**src/rtl/piso_pkg.sv**
```systemverilog
// Shared state type and sizing helpers for the PISO serializer.
// Defining PISO_PARITY_BIT_EN lengthens each frame by one even-parity bit.
package piso_pkg;

  typedef enum logic {
    IDLE  = 1'b0,
    SHIFT = 1'b1
  } piso_state_t;

  function automatic int piso_cnt_width(input int width);
    return $clog2(width + 1);
  endfunction

  function automatic int piso_frame_len(input int width);
`ifdef PISO_PARITY_BIT_EN
    return width + 1;
`else
    return width;
`endif
  endfunction

endpackage

```
**src/rtl/piso_bit_counter.sv**
```systemverilog
// Loadable up-counter with synchronous clear and enable.
// It saturates at LAST, and o_tc flags that terminal count.
module piso_bit_counter #(
  parameter int               CNT_W = 4,
  parameter logic [CNT_W-1:0] LAST  = '1
) (
  input  logic             clock,
  input  logic             reset,
  input  logic             i_clear,
  input  logic             i_load,
  input  logic [CNT_W-1:0] i_load_value,
  input  logic             i_enable,
  output logic             o_tc
);

  logic [CNT_W-1:0] r_count;

  always_ff @(posedge clock or negedge reset) begin
    if (!reset) begin
      r_count <= '0;
    end else if (i_clear) begin
      r_count <= '0;
    end else if (i_load) begin
      r_count <= i_load_value;
    end else if (i_enable && (r_count != LAST)) begin
      r_count <= r_count + 1'b1;
    end
  end

  assign o_tc = (r_count == LAST);

endmodule

```
**src/rtl/piso_serializer_tx.sv**
```systemverilog
// Parallel-in/serial-out transmitter: valid/ready word in, one bit per clock out.
// Optional macro PISO_PARITY_BIT_EN appends an even-parity bit to every frame.
module piso_serializer_tx
  import piso_pkg::*;
#(
  parameter int WIDTH     = 8,
  parameter bit MSB_FIRST = 1'b1
) (
  input  logic             clock,
  input  logic             reset,
  input  logic             load_valid,
  output logic             load_ready,
  input  logic [WIDTH-1:0] data_in,
  output logic             data_out,
  output logic             out_valid,
  output logic             done,
  output logic             busy
);

  localparam int               FRAME_LEN = piso_frame_len(WIDTH);
  localparam int               CNT_W     = piso_cnt_width(WIDTH);
  localparam logic [CNT_W-1:0] LAST_CNT  = CNT_W'(FRAME_LEN - 1);

  piso_state_t          r_state;
  logic [FRAME_LEN-1:0] r_shift;
  logic [FRAME_LEN-1:0] w_load_word;
  logic                 w_tc;
  logic                 w_last;
  logic                 w_accept;

  // The parity bit sits at whichever end of the register is shifted out last.
  always_comb begin
    w_load_word = '0;
`ifdef PISO_PARITY_BIT_EN
    if (MSB_FIRST) begin
      w_load_word = {data_in, ^data_in};
    end else begin
      w_load_word = {^data_in, data_in};
    end
`else
    w_load_word = data_in;
`endif
  end

  assign w_last     = (r_state == SHIFT) && w_tc;
  assign load_ready = (r_state == IDLE) || w_last;
  assign w_accept   = load_valid && load_ready;

  piso_bit_counter #(
    .CNT_W (CNT_W),
    .LAST  (LAST_CNT)
  ) u_bit_counter (
    .clock        (clock),
    .reset        (reset),
    .i_clear      (w_last && !w_accept),
    .i_load       (w_accept),
    .i_load_value ('0),
    .i_enable     (r_state == SHIFT),
    .o_tc         (w_tc)
  );

  // Clearing the register on the way back to IDLE keeps data_out at 0 there.
  always_ff @(posedge clock or negedge reset) begin
    if (!reset) begin
      r_state <= IDLE;
      r_shift <= '0;
    end else if (w_accept) begin
      r_state <= SHIFT;
      r_shift <= w_load_word;
    end else if (r_state == SHIFT) begin
      if (w_tc) begin
        r_state <= IDLE;
        r_shift <= '0;
      end else if (MSB_FIRST) begin
        r_shift <= {r_shift[FRAME_LEN-2:0], 1'b0};
      end else begin
        r_shift <= {1'b0, r_shift[FRAME_LEN-1:1]};
      end
    end
  end

  assign data_out  = MSB_FIRST ? r_shift[FRAME_LEN-1] : r_shift[0];
  assign out_valid = (r_state == SHIFT);
  assign busy      = (r_state == SHIFT);
  assign done      = w_last;

endmodule

```
**config.mk**
```make
export PLATFORM = sky130hd
export DESIGN_NAME = piso_serializer_tx
export DESIGN_NICKNAME = d
export VERILOG_FILES = /design/src/rtl/piso_pkg.sv /design/src/rtl/piso_bit_counter.sv /design/src/rtl/piso_serializer_tx.sv
export SDC_FILE = /design/constraint.sdc
export NUM_CORES = 1
export LEC_CHECK = 0
export ABC_AREA = 0
export BUFFER_PORTS_ARGS = -buffer_cell sky130_fd_sc_hd__buf_4
export CORE_MARGIN = 2
export CORE_UTILIZATION = 56
export DETAILED_ROUTE_END_ITERATION = 8
export GPL_TIMING_DRIVEN = 0
export PLACE_DENSITY_LB_ADDON = 0.2
export SETUP_SLACK_MARGIN = 0.05
export SLEW_MARGIN = 40
export SYNTH_ARGS = -nofsm -noshare
export SYNTH_HDL_FRONTEND = slang
export SYNTH_HIERARCHICAL = 1
export SYNTH_SLANG_ARGS = --single-unit
```
**constraint.sdc**
```tcl
create_clock -name clock -period 5.1 [get_ports clock]
set_input_delay 0.765 -clock clock [delete_from_list [all_inputs] [get_ports clock]]
set_output_delay 0.765 -clock clock [all_outputs]
set_load 0.01 [all_outputs]
```
# == Yosys cells after proc, flatten, opt, wreduce, memory -nomap -nowiden ==
# Index checks and enable logic that the tools add are counted.
# totals
ff_bits,13
input_bits,11
word_cells,24
# classes
n_addsub,1
n_eq_ne,2
mux,9
bitwise,1
reduce_logical,8
# ops
op,count
8-bit 2-to-1 mux,3
4-bit 2-to-1 mux,3
4-bit by 1-bit adder with 4-bit output (second input constant),1
4-bit by 3-bit == test with 1-bit output (second input constant),1
1-bit logical AND,4
4-bit by 3-bit != test with 1-bit output (second input constant),1
1-bit 2-to-1 mux,3
3-bit nonzero test,1
2-bit nonzero test,1
1-bit logical NOT,1
1-bit logical OR,1
1-bit inverter,1

# == Logic depth before layout (Yosys ltp) ==
# Gate-level depths: netlist of run 1.
# logic_depth
word_depth,7
depth_mapped,9

# == Modules after synthesis ==
# Netlist of run 1, hierarchy kept.
# by_module_without_submodules
module,n_inst,cells_per_inst,area_per_inst_um2,seq_area_each_um2
piso_serializer_tx,1,52,576.8,225.2
piso_bit_counter,1,27,241.5,100.1

# == Worst setup path after synthesis of run 1 ==
# No wires, ideal clock.
# synth_timing
kind,reg2out
startpoint,register u_bit_counter.r_count[0]
endpoint,output port load_ready
t_arrival_ns,1.198
path_slack_ns,3.137
path_stages_with_launch,6
path_buffers,2
path_cell_list,dfrtp_1 > ha_1 > and3b_4 > buf_6 > nand2b_4 > buf_6
# synth_between
elab_chain_cells,3
# synth_rtl
element,line,rtl
start: declaration,piso_bit_counter.sv:16,logic [CNT_W-1:0] r_count;
start signal: assignment,piso_bit_counter.sv:24,r_count <= i_load_value;
start signal: assignment,piso_bit_counter.sv:26,r_count <= r_count + 1'b1;
4-bit by 3-bit == test with 1-bit output,piso_bit_counter.sv:30,assign o_tc = (r_count == LAST);
named net w_tc,piso_serializer_tx.sv:27,logic w_tc;
1-bit logical AND,piso_serializer_tx.sv:45,assign w_last = (r_state == SHIFT) && w_tc;
1-bit logical OR,piso_serializer_tx.sv:46,assign load_ready = (r_state == IDLE) || w_last;
end: declaration,piso_serializer_tx.sv:12,"output logic load_ready,"
# The timed path passes the listed nets, and every way through them passes these cells.

# == Worst setup path in the final report of run 1 ==
# Same ends and word-level chain as after synthesis.

==> flow_metrics.tcl, run 1 <==
set metrics [dict create \
    drive_gt1_frac 0.320 \
    cp_common_cell "buf_6" \
    grt_usage 0.212 \
    grt-ovfl-total 0 \
    syn-cell-area_um2 818 \
    die_w_um 42.2 \
    place_area_um2 953 \
    fin_nets 113 \
    setup_viol 0 \
    cts_inserted_buffers 3 \
    start_kind "flip-flop" \
    fin_util 0.735 \
    synth_top_cell_by_area "dfrtp_1" \
    num_rows 13 \
    worst_skew_pair.late_latency_ns 0.28 \
    first_iter_violations 4 \
    clockBufferDepth 2 \
    ys_seq_area_frac 0.398 \
    crit_chain "ha_1 -> and3b_4 -> buf_6 -> nand2b_4 -> buf_6 -> buf_4" \
    synth_area_leaders "dfrtp_1 40%, o221ai_2 13%, mux2i_1 9.8%, nand3_1 5.5%, inv_1 4.6%" \
    hold_viol 0 \
    path_buf_inv 3 \
    postCtsSetupRepairBufs 0 \
    grt_pass1_wl_um 2890 \
    status "completed" \
    fillCellCount 105 \
    antenna_found_initial 0 \
    gp_congestion 0.773 \
    cts_resized 0 \
    dp.cells 111 \
    power.leakage_nw 0.451 \
    clk_pin_slew_ns 0.09 \
    crit_slowest_cell "dfrtp_1" \
    initial_utilization 0.614 \
    instances_no_fill 115 \
    die_y_um 42.2 \
    max_freq_ghz 0.398 \
    grt_pass1_vias 646 \
    max_stage_delay_ns 0.41 \
    min_period_ns 2.51 \
    critPathRequiredTime_ns 4.34 \
    core-area_um2 1330 \
    whs_ns 0.312 \
    synth_top_area_frac 0.398 \
    drv_slew 0 \
    synth_seq_cells 13 \
    areaGrowthSynthToFinish_pct 19.7 \
    cts.sinks 13 \
    crit_path_end_kind "primary output" \
    dr.pass1.iters 4 \
    grt_max_degree 14 \
    via_per_inst 5.58 \
    avgSynthCellArea_um2 10.4 \
    wl_um 1620 \
    wl_per_cell_um 14.1 \
    final_area_um2 980 \
    portBuffers 14 \
    setup_tns_ns 0 \
    path_max_fanout 10 \
    yosys_warnings 6 \
    cts_root_buf "clkbuf_4" \
    powerDensity_nw_per_um2 493 \
    dieArea_um2 1780 \
    cap_violations 0 \
    synth.distinct_cells 24 \
    dp_hpwl_um 1170 \
    postCtsHoldBufs 0 \
    hp-class "input port to async pin" \
    htree_levels 1 \
    drc 0 \
    num_io_pins 16 \
    synth_cells 79 \
    finClkSkew_ns 0.00555 \
    rsz0062_at_grt "no" \
    finalCritPeriodShare 0.493 \
    ir_worst_vdd_uv 311 \
    cts_tree "built" \
    vias 642 \
    crit_arrival_ns 1.75 \
    critPathKind "flip-flop to primary output" \
    path_delay_family "buffers and inverters" \
    diodes 0 \
    drtAntennaViolNets 0 \
]
==> final cells by class <==
class	count	area (um^2)	area share
multi-input combinational	53	414	0.423
sequential	13	325	0.332
timing repair buffer	14	105	0.107
buffer	6	52.6	0.0536
inverter	10	37.5	0.0383
clock buffer	4	26.3	0.0268
tap	15	18.8	0.0192
==> flip-flops by register name (all words and copies together) (netlist names) <==
signal                 flops
busy                       1
r_shift                    8
u_bit_counter/r_count      4
==> cell usage in the layout (no fill, tap or decap) <==
| cell type | n |
|---|---|
| a21o_1 | 1 |
| a21oi_1 | 1 |
| a221oi_1 | 1 |
| a311oi_1 | 2 |
| and2_1 | 2 |
| and3b_4 | 1 |
| buf_4 | 18 |
| buf_6 | 2 |
| clkbuf_1 | 1 |
| clkbuf_4 | 3 |
| conb_1 | 4 |
| dfrtp_1 | 13 |
| ha_1 | 1 |
| inv_1 | 10 |
| mux2i_1 | 8 |
| nand2_1 | 3 |
| nand2b_1 | 1 |
| nand2b_4 | 1 |
| nand3_1 | 9 |
| nand4_1 | 2 |
| nor2_1 | 2 |
| nor2b_1 | 1 |
| o21a_1 | 1 |
| o21ai_0 | 3 |
| o221ai_2 | 7 |
| or3_1 | 2 |
==> path summary, 6_finish.rpt <==
path                                          start                        to  slack [ns]  cells after the start
max                        u_bit_counter/r_count[0]                load_ready        2.59                      6
min                                           reset  u_bit_counter/r_count[3]        0.31                      1
max reg2reg                u_bit_counter/r_count[0]  u_bit_counter/r_count[3]        3.02                      9
min reg2reg                              r_shift[0]                r_shift[0]        0.59                      2
max in group asynchronous                     reset                r_shift[7]        4.62                      1
min in group clock                       r_shift[0]                r_shift[0]        0.59                      2
==> synth_stat cells <==
library cell	number
nand4_1	2
and2_1	2
ha_1	1
a21oi_1	1
nand2_1	3
nand2b_4	1
o221ai_2	7
nand2b_1	1
o21a_1	1
buf_6	2
mux2i_1	8
a21o_1	1
dfrtp_1	13
or3_1	2
a311oi_1	2
inv_1	10
and3b_4	1
a221oi_1	1
conb_1	1
nor2b_1	1
o21ai_0	3
nand3_1	9
buf_4	4
nor2_1	2
==> cells by family after synthesis <==
| logic type | Yosys count | synth area share |
|---|---|---|
| flops | 13 | 0.398 |
| fa+ha+maj | 1 | 0.0153 |
| other cells | 1 | 0.00458 |
| compound gates | 16 | 0.203 |
| mux | 8 | 0.0979 |
| simple gates | 24 | 0.171 |
| buf+inv | 16 | 0.110 |
==> worst register-to-register path, delay by kind of cell, from the launching register on <==
family	cells	cell delay (ns)
flops	1	0.41
fa+ha+maj	1	0.26
buf+inv	3	0.44
compound gates	1	0.26
simple gates	4	0.62
==> power by group <==
group / switching (mW) / internal, mW
Clock: 0.0360 / 0.0304
Combinational: 0.115 / 0.127
Sequential: 0.0306 / 0.144
Total: 0.181 / 0.301
==> routing by layer <==
metal | wire (um) | track usage
met5 | 0 | 0
met2 | 767 | 0.329
met1 | 785 | 0.278
met4 | 12 | 0.119
met3 | 52 | 0.0345
==> through the flow <==
| step | total power, mW | worst slack [ns] |
|---|---|---|
| 3_5_place_dp | 0.420 | 2.91 |
| 3_3_place_gp | 0.410 | 2.93 |
| 2_1_floorplan | 0.356 | 3.14 |
| 4_1_cts | 0.487 | 2.60 |
| 6_report | 0.483 | 2.59 |
| 5_1_grt | 0.519 | 2.52 |
Note: power is estimated with default switching activity, not from simulation.
==> inputs of run 2 (changes only) <==
- CORE_UTILIZATION: 56 -> 47
- clock period: 5.1 -> 2.24 ns (I/O delays scaled with it)
==> run 2 against run 1 <==
Critical path depth rose by 3. Non-clock buffer count rose by 1. First-iteration DRC count is 130% higher. Sequential share of layout area decreased by 0.50 points. Die area is 17% higher. Critical path type is now flip-flop to flip-flop. Highest routed layer unchanged.
==> flow_metrics.tcl, run 2 (synthesis gave the netlist of run 1 again) <==
set metrics [dict create \
    power.leakage_nw 0.454 \
    htree_levels 1 \
    clk_pin_slew_ns 0.08 \
    critPathRequiredTime_ns 2.43 \
    final_common_cell "buf_4" \
    grt_pass1_wl_um 2690 \
    largest_register_ffs 8 \
    path_max_fanout 10 \
    diodes 0 \
    max_freq_ghz 0.484 \
    drc 0 \
    crit_chain "ha_2 -> and3b_4 -> buf_6 -> nand2b_4 -> buf_6 -> and2_1 -> inv_1 -> o21a_1 -> a221oi_1" \
    cts.sinks 13 \
    cp_common_cell "buf_6" \
    powerDensity_nw_per_um2 1120 \
    gp_congestion 0.779 \
    route.layer.met1.wl_um 713 \
    cts_inserted_buffers 3 \
    fin_nets 114 \
    portBuffers 14 \
    status "completed" \
    top_layer_used "met4" \
    dp_hpwl_um 1180 \
    final_cell_mix "18 x buf_4, 13 x dfrtp_1, 10 x inv_1, 9 x nand3_1, 8 x mux2i_1" \
    min_period_ns 2.07 \
    routed-wl-met2_um 860 \
    drv_slew 0 \
    postCtsSetupRepairBufs 0 \
    drtAntennaViolNets 0 \
    clockBufferDepth 2 \
    finalCritPeriodShare 0.923 \
    grt_usage 0.183 \
    areaGrowthSynthToFinish_pct 21.6 \
    drive_gt1_frac 0.327 \
    grt-ovfl-total 0 \
    met3_length_um 75 \
    rsz0062_at_grt "no" \
    finClkSkew_ns 0.000645 \
    cts_tree "built" \
    ir_worst_vdd_uv 532 \
    critPathKind "flip-flop to flip-flop" \
    setup_tns_ns 0 \
    worst_skew_pair.late_latency_ns 0.28 \
    multi_input_area_um2 417 \
    dieArea_um2 2090 \
    grt_pass1_vias 632 \
    grt_max_degree 14 \
    first_iter_violations 9 \
    antenna_found_initial 0 \
    hp-class "input port to flip-flop" \
    hold_viol 0 \
    via_per_inst 5.75 \
    fillCellCount 145 \
    num_io_pins 16 \
    crit_slowest_cell "dfrtp_1" \
    max_flop_register "r_shift" \
    wl_per_cell_um 14.1 \
    num_rows 15 \
    cap_violations 0 \
    dp.cells 113 \
    setup_viol 0 \
    dr.pass1.iters 4 \
    vias 679 \
    initial_utilization 0.484 \
    die_y_um 45.7 \
    start_kind "flip-flop" \
    cts_root_buf "clkbuf_4" \
    instances_no_fill 118 \
    max_stage_delay_ns 0.40 \
    crit_path_end_kind "flip-flop" \
    die_w_um 45.7 \
    crit_arrival_ns 2.25 \
    register_area_um2 325 \
    wl_um 1670 \
    core-area_um2 1690 \
]
run 2: per-layer routing:
| metal | global-route usage | up-vias |
|---|---|---|
| met2 | 0.318 | 13 |
| met4 | 0.0514 | 0 |
| met1 | 0.215 | 337 |
| met5 | 0 | - |
| li1 | - | 324 |
| met3 | 0.0595 | 5 |
run 2: area by class of cell:
type / count / area share
inverters: 10 / 0.0377
plain buffers: 6 / 0.0528
well taps: 17 / 0.0214
flip-flops and latches: 13 / 0.327
repair buffers: 15 / 0.116
clock buffers: 4 / 0.0264
multi-input cells: 53 / 0.419
run 2: where the power goes:
part | switching (mW) | internal (mW)
Sequential | 0.0686 | 0.328
Combinational | 0.266 | 0.294
Clock | 0.0847 | 0.0692
Total | 0.420 | 0.691
run 2: timing repair:
| action | in CTS | in global routing |
|---|---|---|
| hold endpoints to repair | 13 | 0 |
| endpoints found under the setup margin | 0 | 1 |
| gates resized for setup | 0 | 1 |
| hold buffers | 1 | 0 |
run 2: critical path: cells and delay by family, from the launching register on:
| family | cells | cell delay [ns] |
|---|---|---|
| AO/OA/AOI/OAI | 2 | 0.39 |
| adder cells (fa/ha/maj) | 1 | 0.23 |
| buffers and inverters | 3 | 0.41 |
| AND/OR/NAND/NOR | 3 | 0.53 |
| flip-flops | 1 | 0.40 |
run 2: path summary, 6_finish.rpt:
path | slack, ns | cells after the start | endpoint | startpoint
max | 0.17 | 9 | u_bit_counter/r_count[1] | u_bit_counter/r_count[0]
min | 0.30 | 3 | r_shift[0] | data_in[0]
max reg2reg | 0.17 | 9 | u_bit_counter/r_count[1] | u_bit_counter/r_count[0]
min reg2reg | 0.59 | 2 | r_shift[3] | r_shift[2]
max in group asynchronous | 1.65 | 2 | r_shift[2] | reset
min in group asynchronous | 0.43 | 2 | r_shift[0] | reset
run 2: per-stage QoR:
| stage | util | power, mW | worst slack (ns) | area [um^2] | hold slack (ns) |
|---|---|---|---|---|---|
| 4_1_cts | 0.587 | 1.12 | 0.152 | 992 | 0.295 |
| 5_1_grt | 0.589 | 1.19 | 0.0589 | 995 | 0.305 |
| 6_report | 0.589 | 1.11 | 0.172 | 995 | 0.302 |
| 2_1_floorplan | - | 0.811 | 0.378 | 830 | 0.0404 |
| 3_3_place_gp | 0.566 | 0.936 | 0.218 | 956 | 0.196 |
| 3_5_place_dp | 0.566 | 0.958 | 0.189 | 956 | 0.193 |
